--- src/rtl/mem_seg_pkg.sv ---
// Shared definitions for the MEM pipeline stage.
// Holds the opcode constants, the bubble instruction word, the IDLE/BUSY
// state encoding and a small decode helper used by mem_seg.
package mem_seg_pkg;

  // Opcode field is IR[31:26]
  localparam logic [5:0] OpLw   = 6'h23;
  localparam logic [5:0] OpSw   = 6'h2B;
  localparam logic [5:0] OpBeqz = 6'h04;

  // Instruction word presented downstream when no instruction is valid
  localparam logic [31:0] Bubble = 32'hFFFF_FFFF;

  typedef enum logic {
    StIdle = 1'b0,
    StBusy = 1'b1
  } state_t;

  // True for opcodes that access data memory
  function automatic logic is_mem_op(input logic [5:0] op);
    return (op == OpLw) || (op == OpSw);
  endfunction

endpackage

--- src/rtl/mem_seg_fsm.sv ---
// Memory-access sequencer for the MEM stage.
// Tracks IDLE/BUSY, counts falling edges spent waiting on memory and owns the
// sticky error flag. All state updates on the falling edge of clk.
//
// Ports:
//   clk        stage clock (falling-edge active)
//   rst        asynchronous active-high reset
//   start      aligned LW/SW presented by EX this cycle
//   misalign   LW/SW with a non-word-aligned address presented this cycle
//   mem_ready  memory completion, only meaningful while busy
//   busy       FSM is in BUSY (request outstanding)
//   load_done  current falling edge completes the access (busy & mem_ready)
//   err        sticky error: misaligned access or latency overrun
module mem_seg_fsm
  import mem_seg_pkg::*;
#(
  parameter int unsigned MEM_LAT_MAX = 15
) (
  input  logic clk,
  input  logic rst,
  input  logic start,
  input  logic misalign,
  input  logic mem_ready,
  output logic busy,
  output logic load_done,
  output logic err
);

  localparam int unsigned CntW = (MEM_LAT_MAX < 2) ? 1 : $clog2(MEM_LAT_MAX + 1);

  state_t          state_q;
  logic [CntW-1:0] cnt_q;
  logic [CntW-1:0] cnt_nxt;
  logic            err_q;

  assign cnt_nxt = cnt_q + CntW'(1);

  always_ff @(negedge clk or posedge rst) begin
    if (rst) begin
      state_q <= StIdle;
      cnt_q   <= '0;
      err_q   <= 1'b0;
    end else begin
      unique case (state_q)
        StIdle: begin
          // mem_ready is deliberately ignored here
          if (misalign) begin
            err_q <= 1'b1;
          end
          if (start) begin
            state_q <= StBusy;
            cnt_q   <= '0;
          end
        end
        StBusy: begin
          // Completion wins over a simultaneous latency overrun
          if (mem_ready) begin
            state_q <= StIdle;
          end else if (cnt_nxt == CntW'(MEM_LAT_MAX)) begin
            state_q <= StIdle;
            cnt_q   <= cnt_nxt;
            err_q   <= 1'b1;
          end else begin
            cnt_q <= cnt_nxt;
          end
        end
        default: state_q <= StIdle;
      endcase
    end
  end

  assign busy      = (state_q == StBusy);
  assign load_done = busy & mem_ready;
  assign err       = err_q;

endmodule

--- src/rtl/mem_seg.sv ---
// MEM pipeline stage: latches the EX results, decodes the opcode, drives the
// data-memory interface for LW/SW and resolves BEQZ branches.
// Stage registers update on the falling edge of clk and freeze while a memory
// access is outstanding; stall asks the upstream stages to freeze too.
//
// Ports:
//   clk, rst            falling-edge clock, async active-high reset
//   IRi, ALUi, Bi       instruction, ALU result/address/target, store data from EX
//   condi               branch condition from EX
//   IRo                 instruction to WB (bubble while busy)
//   ALUo, LMDo          latched ALU result, loaded memory data
//   PCsel, Target       branch taken and branch target
//   stall               upstream freeze request
//   ERRo                sticky error flag
//   mem_req, mem_we     memory request / write enable
//   mem_addr, mem_wdata byte address / store data
//   mem_rdata, mem_ready load data / memory done
module mem_seg
  import mem_seg_pkg::*;
#(
  parameter int unsigned MEM_LAT_MAX = 15
) (
  input  logic        clk,
  input  logic        rst,
  input  logic [31:0] IRi,
  input  logic [31:0] ALUi,
  input  logic [31:0] Bi,
  input  logic        condi,
  output logic [31:0] IRo,
  output logic [31:0] ALUo,
  output logic [31:0] LMDo,
  output logic        PCsel,
  output logic [31:0] Target,
  output logic        stall,
  output logic        ERRo,
  output logic        mem_req,
  output logic        mem_we,
  output logic [31:0] mem_addr,
  output logic [31:0] mem_wdata,
  input  logic [31:0] mem_rdata,
  input  logic        mem_ready
);

  logic [31:0] ir_q;
  logic [31:0] alu_q;
  logic [31:0] b_q;
  logic [31:0] lmd_q;
  logic        cond_q;

  logic        in_mem;
  logic        start;
  logic        misalign;
  logic        busy;
  logic        load_done;
  logic        err;
  logic [5:0]  op_q;

  // Decode of the incoming instruction; the FSM only acts on it while idle
  assign in_mem   = is_mem_op(IRi[31:26]);
  assign start    = in_mem & (ALUi[1:0] == 2'b00);
  assign misalign = in_mem & (ALUi[1:0] != 2'b00);

  assign op_q = ir_q[31:26];

  mem_seg_fsm #(
    .MEM_LAT_MAX(MEM_LAT_MAX)
  ) u_fsm (
    .clk      (clk),
    .rst      (rst),
    .start    (start),
    .misalign (misalign),
    .mem_ready(mem_ready),
    .busy     (busy),
    .load_done(load_done),
    .err      (err)
  );

  always_ff @(negedge clk or posedge rst) begin
    if (rst) begin
      ir_q   <= Bubble;
      alu_q  <= '0;
      b_q    <= '0;
      cond_q <= 1'b0;
      lmd_q  <= '0;
    end else begin
      if (!busy) begin
        ir_q   <= IRi;
        alu_q  <= ALUi;
        b_q    <= Bi;
        cond_q <= condi;
      end
      // A timed-out access never asserts load_done, so LMD is left untouched
      if (load_done && (op_q == OpLw)) begin
        lmd_q <= mem_rdata;
      end
    end
  end

  assign IRo       = busy ? Bubble : ir_q;
  assign ALUo      = alu_q;
  assign Target    = alu_q;
  assign LMDo      = lmd_q;
  assign PCsel     = !busy && (op_q == OpBeqz) && cond_q;
  assign stall     = busy;
  assign ERRo      = err;
  assign mem_req   = busy;
  assign mem_we    = busy && (op_q == OpSw);
  assign mem_addr  = alu_q;
  assign mem_wdata = b_q;

endmodule

--- config.mk ---
export PLATFORM = sky130hd
export DESIGN_NAME = mem_seg
export DESIGN_NICKNAME = d
export VERILOG_FILES = /design/src/rtl/mem_seg_pkg.sv /design/src/rtl/mem_seg_fsm.sv /design/src/rtl/mem_seg.sv
export SDC_FILE = /design/constraint.sdc
export NUM_CORES = 1
export LEC_CHECK = 0
export ABC_AREA = 1
export CAP_MARGIN = 20
export CORE_MARGIN = 4
export CORE_UTILIZATION = 35
export DETAILED_ROUTE_END_ITERATION = 7
export PLACE_DENSITY = 0.76
export SLEW_MARGIN = 10
export SYNTH_ARGS = -nofsm -noshare
export SYNTH_HDL_FRONTEND = slang
export SYNTH_SLANG_ARGS = --single-unit
--- constraint.sdc ---
create_clock -name clk -period 5.06 [get_ports clk]
set_clock_uncertainty 0.2 [all_clocks]
set_input_delay 1.265 -clock clk [delete_from_list [all_inputs] [get_ports clk]]
set_output_delay 1.265 -clock clk [all_outputs]
set_load 0.005 [all_outputs]
# Word-level counts from Yosys, hierarchy flattened
# Index checks and enable logic that the tools add are counted.
dict set report op_classes {
  bitwise_logic 4
  eq_ne 10
  reduce_logical 10
  mux 12
  n_addsub 1
}
# op count
set ops {}
lappend ops {{$mux 32} 1}
lappend ops {{$eq 6x6->1 const B} 4}
lappend ops {{$mux 4} 2}
lappend ops {{$ne 2x2->1 const B} 4}
lappend ops {{$pmux 4 s2} 1}
lappend ops {{$eq 6x3->1 const B} 1}
lappend ops {{$mux 1} 6}
lappend ops {{$add 4x1->4 const B} 1}
lappend ops {{$eq 4x4->1 const B} 1}
lappend ops {{$logic_and 1x1->1} 4}
lappend ops {{$pmux 1 s2} 2}
lappend ops {{$and 1x1->1} 3}
lappend ops {{$reduce_and 3->1} 1}
lappend ops {{$logic_not 2->1} 1}
lappend ops {{$reduce_and 2->1} 1}
lappend ops {{$reduce_bool 2->1} 1}
lappend ops {{$logic_not 1->1} 1}
lappend ops {{$logic_or 1x1->1} 1}
lappend ops {{$not 1->1} 1}
dict set report word_totals {
  register_bits 135
  output_inout_bits 197
}

# Depth between registers and ports, before layout
dict set report logic_depth {
  ltp_word 5
  ltp_mapped 8
  depth_no_buf 8
}

# Modules after synthesis
# A second synthesis with hierarchy kept.
dict set report hier_totals {
  hier_cells 713
  area_unflattened_um2 6109.6
}
# mod area_per_inst_um2 cells_each seq_area_each_um2 instances
set by_module_without_submodules {}
lappend by_module_without_submodules {mem_seg 5771.8 671 3268.1 1}
lappend by_module_without_submodules {mem_seg_fsm 337.8 42 150.1 1}

==> reports/qor.csv <==
metric,value,unit
outcome,finished with violations,
failing checks,negative setup slack,
"commonest non-fill, non-tap cells in the layout","353 x nand2_1, 131 x clkdlybuf4s50_1, 124 x buf_6",
# fillers,1394,
TritonCTS buffer count,17,
Final Hold Fails,0,
CP endpoint kind,output pin,
unique cell type count in the Yosys netlist,21,
# IOs,329,
Syn Std Cell Area,6040,µm²
Final #Nets,1252,
# hold bufs at CTS,0,
share of the synthesized area in the top cell type,0.427,
Pleak,5.72,nW
Worst path slowest cell,dfstp_2,
Final WS setup,-0.429,ns
Peak VDD IR,0.206,mV
Iteration-0 DRC Markers,231,
Syn Inst Count,712,
WHS,0.213,ns
DR top layer,met4,
I/O Buffers,328,
Max Cap Viol,0,
Worst slew margin,0.601,
Core Region,16800,µm²
DRC viols,0,
CP peak stage delay,0.52,ns
gpl congestion,0.819,
DR WL/cell,15.7,µm
CTS max path bufs,2,
unrepaired setup endpoints after global routing,yes,
DP Area,9320,µm²
Post-DRT Antenna Nets,0,
final instance area,10900,µm²
Antenna diodes,0,
Fin Setup TNS,-13.74,ns
crit path cell chain,"inv_2, nor3_4, and3_1, buf_2",
gr ovfl total,0,
GRT Total Usage,0.210,
CTS H-tree depth,4,
Worst Path Max Fanout,2,
Die Span X,139,µm
first-pass GRT wire length,32.8,mm
CTS tree,done,
drt via density,4.48,
synth top area cells,"dfrtn_1 43%, nand2_1 22%, dfstp_2 14%, buf_4 8.1%, nand3_1 3.3%",
Reg area,3420,µm²
pin count of the biggest net entering global routing,58,
number of global-route vias before repair,6203,
Initial Util,0.360,
CTS Root Cell,clkbuf_16,
Syn. warnings,0,
area grow syn2layout,79.8,%
Pre-antenna DRT Iters,4,
Post-Syn Nets,846,
met3 WL,1.57,mm
worst hold path type,reg2reg,
Final Max Slew Viols,0,
WP buf/inv,2,
DP HPWL,14.1,mm
number of setup violations in the final report,50,
Die Span Y,139,µm
via count of the routed design,6059,
Startpoint Class,flop,
Sink Count,135,
CP Data Required Time,3.60,ns
Die ar.,19400,µm²
register area share after synthesis,0.566,
Total Wirelength,21.2,mm
wl on met1,8.37,mm
"CP delay by family, top",flip-flops,
clk slew on worst S/H paths,0.04,ns
Synth Register Bits,135,
multi-input logic area,2020,µm²
Synth area leader,dfrtn_1,
Post-Syn Area per Cell,8.48,µm²
CP arrival,4.02,ns
DR WL met2,10.7,mm
initial antenna violation count,0,
worst-skew pair later-pin latency,0.44,ns
layout cells sized above 1,0.332,
Cell Rows,47,
actual slew at the worst max-slew pin,0.598,ns
PD cells,279,nW/µm²
kind of critical path,reg2out,
Tot Pwr,3.03,mW
"most common cell after layout, fill and taps aside",nand2_1,
[registers in the layout, indices dropped and copies added (netlist names)]
register / flops
LMDo: 32
mem_wdata: 32
ir_q: 32
cond_q: 1
u_fsm.err: 1
u_fsm.busy: 1
u_fsm.cnt_q: 4
ALUo: 32
[layer usage]
metal / vias up / track usage
met5: - / 0
met4: 0 / 0.0757
met3: 38 / 0.0580
met2: 246 / 0.354
met1: 2857 / 0.259
li1: 2918 / -
[repair_timing]
item                       in CTS  in global routing
buffers inserted               68                 22
setup endpoints to repair     197                152
pin swaps                       6                 29
gates resized for setup       636                187
gates cloned                    3                  2
[path summary, 6_finish.rpt]
path                       startpoint        endpoint  slack [ns]  cells after the start
min in group asynchronous         rst         LMDo[7]        3.55                      3
setup reg to reg           u_fsm.busy  u_fsm.cnt_q[1]        2.74                     11
max in group asynchronous         rst   mem_wdata[19]        0.69                      4
hold reg to reg              LMDo[27]        LMDo[27]        0.21                      2
setup / recovery             ir_q[27]          mem_we       -0.43                      4
hold / removal               LMDo[27]        LMDo[27]        0.21                      2
[worst reg2reg max path, delay by kind of cell, from the launching register on]
family	cells	cell delay, ns
and+or+nand+nor	4	0.51
DFF	1	0.40
buffers and inverters	7	1.05
[logic make-up after synthesis]
family	synth area share
adder cells (fa/ha/maj)	0.00415
buffers and inverters	0.119
AND/OR/NAND/NOR	0.302
flip-flops	0.566
AO/OA/AOI/OAI	0.00829
[power by group]
part | switching [mW] | internal [mW]
clock network | 0.524 | 0.857
logic | 0.167 | 0.292
registers | 0.0402 | 1.15
[metrics by stage]
stage / worst slack [ns] / utilization / instances
3_5_place_dp: -0.414 / 0.556 / 1202
4_1_cts: -0.451 / 0.628 / 1334
6_report: -0.429 / 0.648 / 1351
3_3_place_gp: -0.388 / 0.556 / 1202
5_1_grt: -0.540 / 0.648 / 1351
2_1_floorplan: -0.479 / - / 712
[area by class of cell]
cell class / count / area share
clock inverters: 43 / 0.0235
flip-flops and latches: 135 / 0.315
inverters: 20 / 0.00842
well taps: 220 / 0.0254
multi-input cells: 458 / 0.186
clock buffers: 21 / 0.0444
repair buffers: 454 / 0.398
[Yosys cell counts (all sizes together)]
cell type	count
and3	1
buf	88
clkbuf	10
dfrtn	103
dfstp	32
ha	2
inv	21
nand2	362
nand3	40
nand4	2
nor2	13
nor3	2
o21ai	10
or2	26
Note: power is estimated with default switching activity, not from simulation.
